<file path="src/rtl/wb_arb7.sv">
// ============================================================================
// Module   : wb_arb7
// Brief    : 7-source round-robin bus arbiter with registered one-hot grant
//            and mux select. Optional hold-limit preemption is enabled by
//            defining WB_ARB7_HOLD_LIMIT_EN.
// Revision : 1.0 - initial release
// ============================================================================
`default_nettype none

module wb_arb7 #(
  parameter int MAX_HOLD = 8
) (
  input  logic       clk,
  input  logic       rst_n,
  input  logic [6:0] req,
  output logic [6:0] gnt,
  output logic [2:0] sel,
  output logic       busy,
  output logic       preempt
);

  typedef enum logic [0:0] {
    ST_IDLE  = 1'b0,
    ST_GRANT = 1'b1
  } state_t;

  localparam logic [3:0] c_hold_max = 4'(MAX_HOLD - 1);

  state_t     r_state;
  state_t     w_state_nxt;
  logic [2:0] r_owner;
  logic [2:0] r_ptr;
  logic [6:0] r_gnt;
  logic [2:0] w_win;
  logic       w_found;
  logic [3:0] w_sum;
  logic       w_load;
  logic       w_preempt_nxt;

  // Search starts just after the last owner, so that owner is considered last.
  always_comb begin : search
    w_win   = r_ptr;
    w_found = 1'b0;
    w_sum   = 4'd0;
    for (int k = 1; k <= 7; k++) begin
      w_sum = {1'b0, r_ptr} + 4'(k);
      if (w_sum >= 4'd7) w_sum = w_sum - 4'd7;
      if (!w_found && req[w_sum[2:0]]) begin
        w_win   = w_sum[2:0];
        w_found = 1'b1;
      end
    end
  end

`ifdef WB_ARB7_HOLD_LIMIT_EN
  logic [3:0] r_cnt;
  logic       r_preempt;
  logic       w_others;

  assign w_others = |(req & ~r_gnt);
`endif

  always_comb begin : next_state
    w_state_nxt   = r_state;
    w_load        = 1'b0;
    w_preempt_nxt = 1'b0;
    case (r_state)
      ST_IDLE: begin
        if (|req) begin
          w_state_nxt = ST_GRANT;
          w_load      = 1'b1;
        end
      end
      ST_GRANT: begin
        // A release by the owner takes priority over the hold limit.
        if (!req[r_owner]) begin
          if (|req) w_load = 1'b1;
          else      w_state_nxt = ST_IDLE;
        end
`ifdef WB_ARB7_HOLD_LIMIT_EN
        else if ((r_cnt == c_hold_max) && w_others) begin
          w_load        = 1'b1;
          w_preempt_nxt = 1'b1;
        end
`endif
      end
      default: w_state_nxt = ST_IDLE;
    endcase
  end

  always_ff @(posedge clk or negedge rst_n) begin
    if (!rst_n) begin
      r_state <= ST_IDLE;
      r_owner <= 3'd0;
      r_ptr   <= 3'd6;
      r_gnt   <= 7'd0;
    end else begin
      r_state <= w_state_nxt;
      if (w_load) begin
        r_owner <= w_win;
        r_ptr   <= w_win;
        r_gnt   <= 7'b1 << w_win;
      end else if (w_state_nxt == ST_IDLE) begin
        r_gnt   <= 7'd0;
      end
    end
  end

`ifdef WB_ARB7_HOLD_LIMIT_EN
  always_ff @(posedge clk or negedge rst_n) begin
    if (!rst_n) begin
      r_cnt     <= 4'd0;
      r_preempt <= 1'b0;
    end else begin
      r_preempt <= w_preempt_nxt;
      if (w_load)
        r_cnt <= 4'd0;
      else if ((r_state == ST_GRANT) && (r_cnt != c_hold_max))
        r_cnt <= r_cnt + 4'd1;
    end
  end

  assign preempt = r_preempt;
`else
  logic unused_hold;
  assign unused_hold = ^{c_hold_max, w_preempt_nxt};
  assign preempt     = 1'b0;
`endif

  assign gnt  = r_gnt;
  assign sel  = r_owner;
  assign busy = |r_gnt;

endmodule

`default_nettype wire

</file>
<file path="config.mk">
export PLATFORM = sky130hd
export DESIGN_NAME = wb_arb7
export DESIGN_NICKNAME = d
export VERILOG_FILES = /design/src/rtl/wb_arb7.sv
export SDC_FILE = /design/constraint.sdc
export NUM_CORES = 1
export LEC_CHECK = 0
export CORE_MARGIN = 4
export CORE_UTILIZATION = 35
export CTS_BUF_LIST = sky130_fd_sc_hd__clkbuf_8
export CTS_CLUSTER_DIAMETER = 40
export DETAILED_ROUTE_END_ITERATION = 12
export GPL_TIMING_DRIVEN = 1
export MAX_ROUTING_LAYER = met4
export PLACE_DENSITY_LB_ADDON = 0.2
export SLEW_MARGIN = 10
export SYNTH_ARGS = -nofsm -noshare
export SYNTH_HDL_FRONTEND = slang
export SYNTH_SLANG_ARGS = --single-unit
</file>
<file path="constraint.sdc">
create_clock -name clk -period 4 [get_ports clk]
set_input_delay 1.2 -clock clk [delete_from_list [all_inputs] [get_ports clk]]
set_output_delay 1.2 -clock clk [all_outputs]
set_load 0.01 [all_outputs]
</file>
Word level (Yosys, flattened, before mapping)
Index checks and enable logic that the tools add are counted.
{"block": "op_classes", "n_eq_ne": 1, "add_sub_neg": 14, "reduce_logical": 14, "shift": 1, "bitwise_logic": 1, "muxes": 43, "magnitude_cmp": 15}
{"op": "$mux 3", "n": 14}
{"op": "$lt 3x4->1 const B", "n": 8}
{"op": "$ge 4x3->1 const B", "n": 7}
{"op": "$bmux 1 s3", "n": 8}
{"op": "$sub 3x3->3 const B", "n": 7}
{"op": "$mux 1", "n": 17}
{"op": "$add 3x3->4 const B", "n": 4}
{"op": "$mux 7", "n": 2}
{"op": "$reduce_or 7->1", "n": 2}
{"op": "$add 3x2->4 const B", "n": 2}
{"op": "$shl 1x3->7 const A", "n": 1}
{"op": "$logic_and 1x1->1", "n": 6}
{"op": "$logic_not 1->1", "n": 6}
{"op": "$add 3x1->4 const B", "n": 1}
{"op": "$pmux 1 s2", "n": 2}
{"op": "$ne 2x1->1 const B", "n": 1}
{"op": "$not 1->1", "n": 1}
{"block": "totals", "register_bits": 14, "input_bits": 9, "elab_cells": 93}

Logic depth before layout (Yosys ltp)
{"block": "logic_depth", "depth_word": 26, "ltp_mapped": 16, "depth_no_buf": 14}

Worst setup path after synthesis
OpenSTA, ideal clock, no wires.
{"block": "synth_timing", "kind": "register -> register", "startpoint": "reg r_ptr[1]", "endpoint": "reg r_gnt[2] (netlist: gnt[2])", "t_arrival_ps": 3542, "path_stages_with_launch": 17, "slack_ps": 337, "required_ps": 3879, "cell_sequence": "dfstp_2 clkbuf_1 inv_1 ha_1 inv_1 fa_1 clkbuf_1 nor2_1 a211o_1 a211oi_1 o22a_1 nor2_1 o32ai_1 o211ai_1 a32oi_1 a21oi_1 a22o_1"}
{"block": "synth_via", "elab_chain_cells": 26, "word_cells_on_any_way": 69, "classes_between": "add/sub: 14; order compare: 7; shift: 1; mux: 35; reduce/logical: 12"}
{"element": "start, declared", "line_no": "32", "text": "logic [2:0] r_ptr;"}
{"element": "start signal, assigned", "line_no": "101", "text": "r_ptr <= w_win;"}
{"element": "$add 3x1->4", "line_no": "46", "text": "w_sum = {1'b0, r_ptr} + 4'(k);"}
{"element": "$ge 4x3->1 or $sub 3x3->3 (tied branches)", "line_no": "47", "text": "if (w_sum >= 4'd7) w_sum = w_sum - 4'd7;"}
{"element": "$mux 3", "line_no": "47"}
{"element": "$bmux 1 s3", "line_no": "48", "text": "if (!w_found && req[w_sum[2:0]]) begin"}
{"element": "$mux 1 (not written as such)", "line_no": "48"}
{"element": "$mux 1", "line_no": "48"}
{"element": "$logic_not 1->1", "line_no": "48"}
{"element": "$logic_and 1x1->1", "line_no": "48"}
{"element": "[... 10 more ...]"}
{"element": "$logic_not 1->1", "line_no": "48"}
{"element": "$logic_and 1x1->1", "line_no": "48"}
{"element": "$mux 1", "line_no": "48"}
{"element": "$logic_not 1->1", "line_no": "48"}
{"element": "$logic_and 1x1->1", "line_no": "48"}
{"element": "$mux 3 *", "line_no": "48"}
{"element": "$shl 1x3->7 *", "line_no": "102", "text": "r_gnt <= 7'b1 << w_win;"}
{"element": "$mux 7 *", "line_no": "99", "text": "if (w_load) begin"}
{"element": "end signal, assigned", "line_no": "102"}
{"element": "end, declared", "line_no": "33", "text": "logic [6:0] r_gnt;"}
Every way passes the cells marked *; elsewhere a longest branch is shown, timed or not. The select of a mux whose other input is x is not followed.
A chain may end at the register's enable or synchronous reset.

Worst setup path after layout
{"block": "layout_timing", "startpoint": "in req[4]", "endpoint": "reg r_gnt[2] (netlist: gnt[2])"}
{"block": "layout_via", "elab_chain_cells": 23, "word_cells_on_any_way": 50, "classes_between": "eq/ne: 1; shift: 1; mux: 35; reduce/logical: 13"}
{"element": "start, declared", "line_no": "15", "text": "input logic [6:0] req,"}
{"element": "$bmux 1 s3", "line_no": "48"}
{"element": "$mux 1 (not written as such)", "line_no": "48"}
{"element": "$mux 1", "line_no": "48"}
{"element": "$logic_not 1->1", "line_no": "48"}
{"element": "$logic_and 1x1->1", "line_no": "48"}
{"element": "$mux 1", "line_no": "48"}
{"element": "$logic_not 1->1", "line_no": "48"}
{"element": "$logic_and 1x1->1", "line_no": "48"}
{"element": "[... 7 more ...]"}
{"element": "$logic_not 1->1", "line_no": "48"}
{"element": "$logic_and 1x1->1", "line_no": "48"}
{"element": "$mux 1", "line_no": "48"}
{"element": "$logic_not 1->1", "line_no": "48"}
{"element": "$logic_and 1x1->1", "line_no": "48"}
{"element": "$mux 3", "line_no": "48"}
{"element": "$shl 1x3->7", "line_no": "102"}
{"element": "$mux 7", "line_no": "99"}
Parallel ways exist; a longest one is shown, timed or not. The select of a mux whose other input is x is not followed.

==> flow_summary.toml <==
[outcome]
outcome = "finished clean"

[timing]
fmax_mhz = 262
rsz0062_at_grt = "no"
max_slew_margin_pct = 62.4
worst_pin_slew_ns = 0.563
finalHoldViolCount = 0
period_minus_slack_ns = 3.82
period_share_pct = 95.6
slew_viol_final = 0
setup_slack_ns = 0.177
hold_ws_ns = 0.520
setup_violations = 0
finClkSkew_ns = 0.000870

[cts]
cts-htree-levels = 1
cts_tree = "yes"
cts_hold_buf = 0
cts_buffer_depth = 2
clock_latency_ns = 0.24
root_buffer = "clkbuf_8"
post_cts_buffers = 0
numCtsBuffers = 3
clkTransAtPathRegs_ns = 0.05
cts_resized = 0
clock-sinks = 13

[global_route]
grt_antenna_before_repair = 0
grt_overflow = 0
grt_pass1_vias = 2638
grt_first_pass_wirelength_um = 13700
grt_max_degree = 37
track_usage_pct = 20.6

[die]
dieArea_um2 = 8390
die_y_um = 91.6
ios = 21
core_um2 = 6790
initial_core_util_pct = 36.0
rows = 30
die_w_um = 91.6

[routing]
finalWirelength_um = 8310
routedWlPerCell_um = 17.5
ant_nets = 0
vias = 2748
drt-initial-drc-count = 221
firstDrtPassIters = 4
route.detailed.drc = 0
via_per_inst = 5.80

[worst_setup_path]
crit_fanout = 7
cp-start-kind = "input port"
cpLargestDelayFamily = "compound AO/OA/AOI/OAI gates"
critPathArrivalTime_ns = 3.96
path_cells = "clkdlybuf4s50_1, buf_4, mux2i_1, a2111oi_0, buf_4, o22a_1, nor3_1, a2111o_1, a32oi_1, a21oi_2, a22o_1"
timing.rr.start = "sel[0]"
required_ns = 4.13
max_stage_delay_ns = 0.54
endpoint_kind = "flip-flop"
path_common_cell = "buf_4"
startpoint = "req[4]"
cp_num_buf_inv = 3
slowest_stage = "clkdlybuf4s50_1"
critical_path_class = "input port to flip-flop"

[cells_and_area]
area_delta_synth_final_pct = 28.6
fill_cells = 673
finalNonFillerCells = 474
layout-drive-gt1-share_pct = 24.3
num_antenna_cells = 0
utilization_pct = 46.3
nets = 399

[synth]
synth.distinct_cells = 82
ys_seq_elements = 13
avgSynthCellArea_um2 = 7.62
synth_fp_nets = 341
async_flop_share_pct = 100
netlist_instances = 321
synth.cell_area_um2 = 2450
ys_seq_area_share_pct = 13.4
yosysWarnings = 0
ys.flop_type = "dfrtp_1"
synth_edf_count = 0

[place]
gp_congestion = 0.971
portBuffers = 19
dp_slack_ns = -0.115
placed_cells = 470
dp_hpwl_um = 6610

[worst_hold_path]
hp-start = "gnt[5]"
hold_class = "flip-flop to flip-flop"

[flow_run]
maxCapViolations = 0
[path summary, 6_finish.rpt]
kind	slack [ns]	cells after the start	end
setup / recovery	0.18	11	gnt[2]
min in group asynchronous	1.32	1	gnt[5]
hold reg to reg	0.52	2	gnt[5]
setup reg to reg	0.33	15	gnt[2]
max in group asynchronous	2.31	1	r_ptr[2]
hold / removal	0.52	2	gnt[5]
[final cells by class]
cell class	count	area [um2]	area share, %
Tap cell	96	120	3.82
Clock buffer	3	41.3	1.31
Timing Repair Buffer	79	643	20.4
Sequential cell	13	328	10.4
Inverter	17	63.8	2.03
Clock inverter	1	3.75	0.119
Multi-Input combinational cell	265	1950	61.9
[metal layers]
metal / track usage (%) / part of all wire (%)
met4: 3.52 / 1.6
met2: 30.9 / 44
met1: 29.4 / 48
met3: 3.69 / 6.5
met5: - / 0
[worst register-to-register path: stages (launching register included)]
cell and delay (ns):
dfrtp_1 0.51, ha_1 0.26, inv_1 0.07, fa_1 0.39, buf_4 0.19, nor2b_1 0.29, a221o_1 0.20, a211oi_1 0.07
buf_4 0.15, a21oi_1 0.17, nand2_1 0.11, buf_4 0.17, a2111o_1 0.34, a32oi_1 0.29, a21oi_2 0.13, a22o_1 0.22
[registers in the layout, summed over array words and instances (netlist names)]
| signal | flops |
|---|---|
| sel | 3 |
| r_ptr | 2 |
| r_state | 1 |
| gnt | 7 |
[stage by stage]
step           area, um2  setup TNS [ns]
4_1_cts             3130               0
2_1_floorplan       2450               0
6_report            3150               0
3_3_place_gp        3080          -0.476
5_1_grt             3150               0
3_5_place_dp        3080          -0.876
[cell usage in the layout (no fill, tap or decap), drive strengths merged, types with 7 or more instances in the layout]
| cell | synthesis | routed |
|---|---|---|
| buf | 14 | 60 |
| nand2 | 32 | 32 |
| nor2 | 22 | 22 |
| clkdlybuf4s50 | 0 | 18 |
| nor3 | 17 | 17 |
| inv | 16 | 17 |
| o21ai | 17 | 17 |
| mux2i | 16 | 16 |
| a21oi | 15 | 15 |
| dfrtp | 11 | 11 |
| ha | 10 | 10 |
| xnor2 | 8 | 8 |
| nand2b | 7 | 7 |
[synth_stat cells (all sizes together), types with 8 or more instances]
cell type / instances / area, um2
ha: 10 / 125
o21ai: 17 / 96.4
mux2i: 16 / 160
clkbuf: 12 / 45.0
nand2: 32 / 120
nor2: 22 / 85.1
dfrtp: 11 / 275
nor3: 17 / 85.1
xnor2: 8 / 70.1
a21oi: 15 / 75.1
inv: 16 / 60.1
buf: 14 / 80.1
[cells by family after synthesis]
logic type      synth area share (%)
simple gates                    24.8
compound gates                  33.8
buf+inv                         7.72
mux                             9.92
flops                           13.4
fa+ha+maj                       5.93
xor+xnor                        4.24
other cells                    0.153
Power is left out: the tool's default activity adds up to more than one toggle a clock period on the data nets, which glitch-free logic cannot reach.
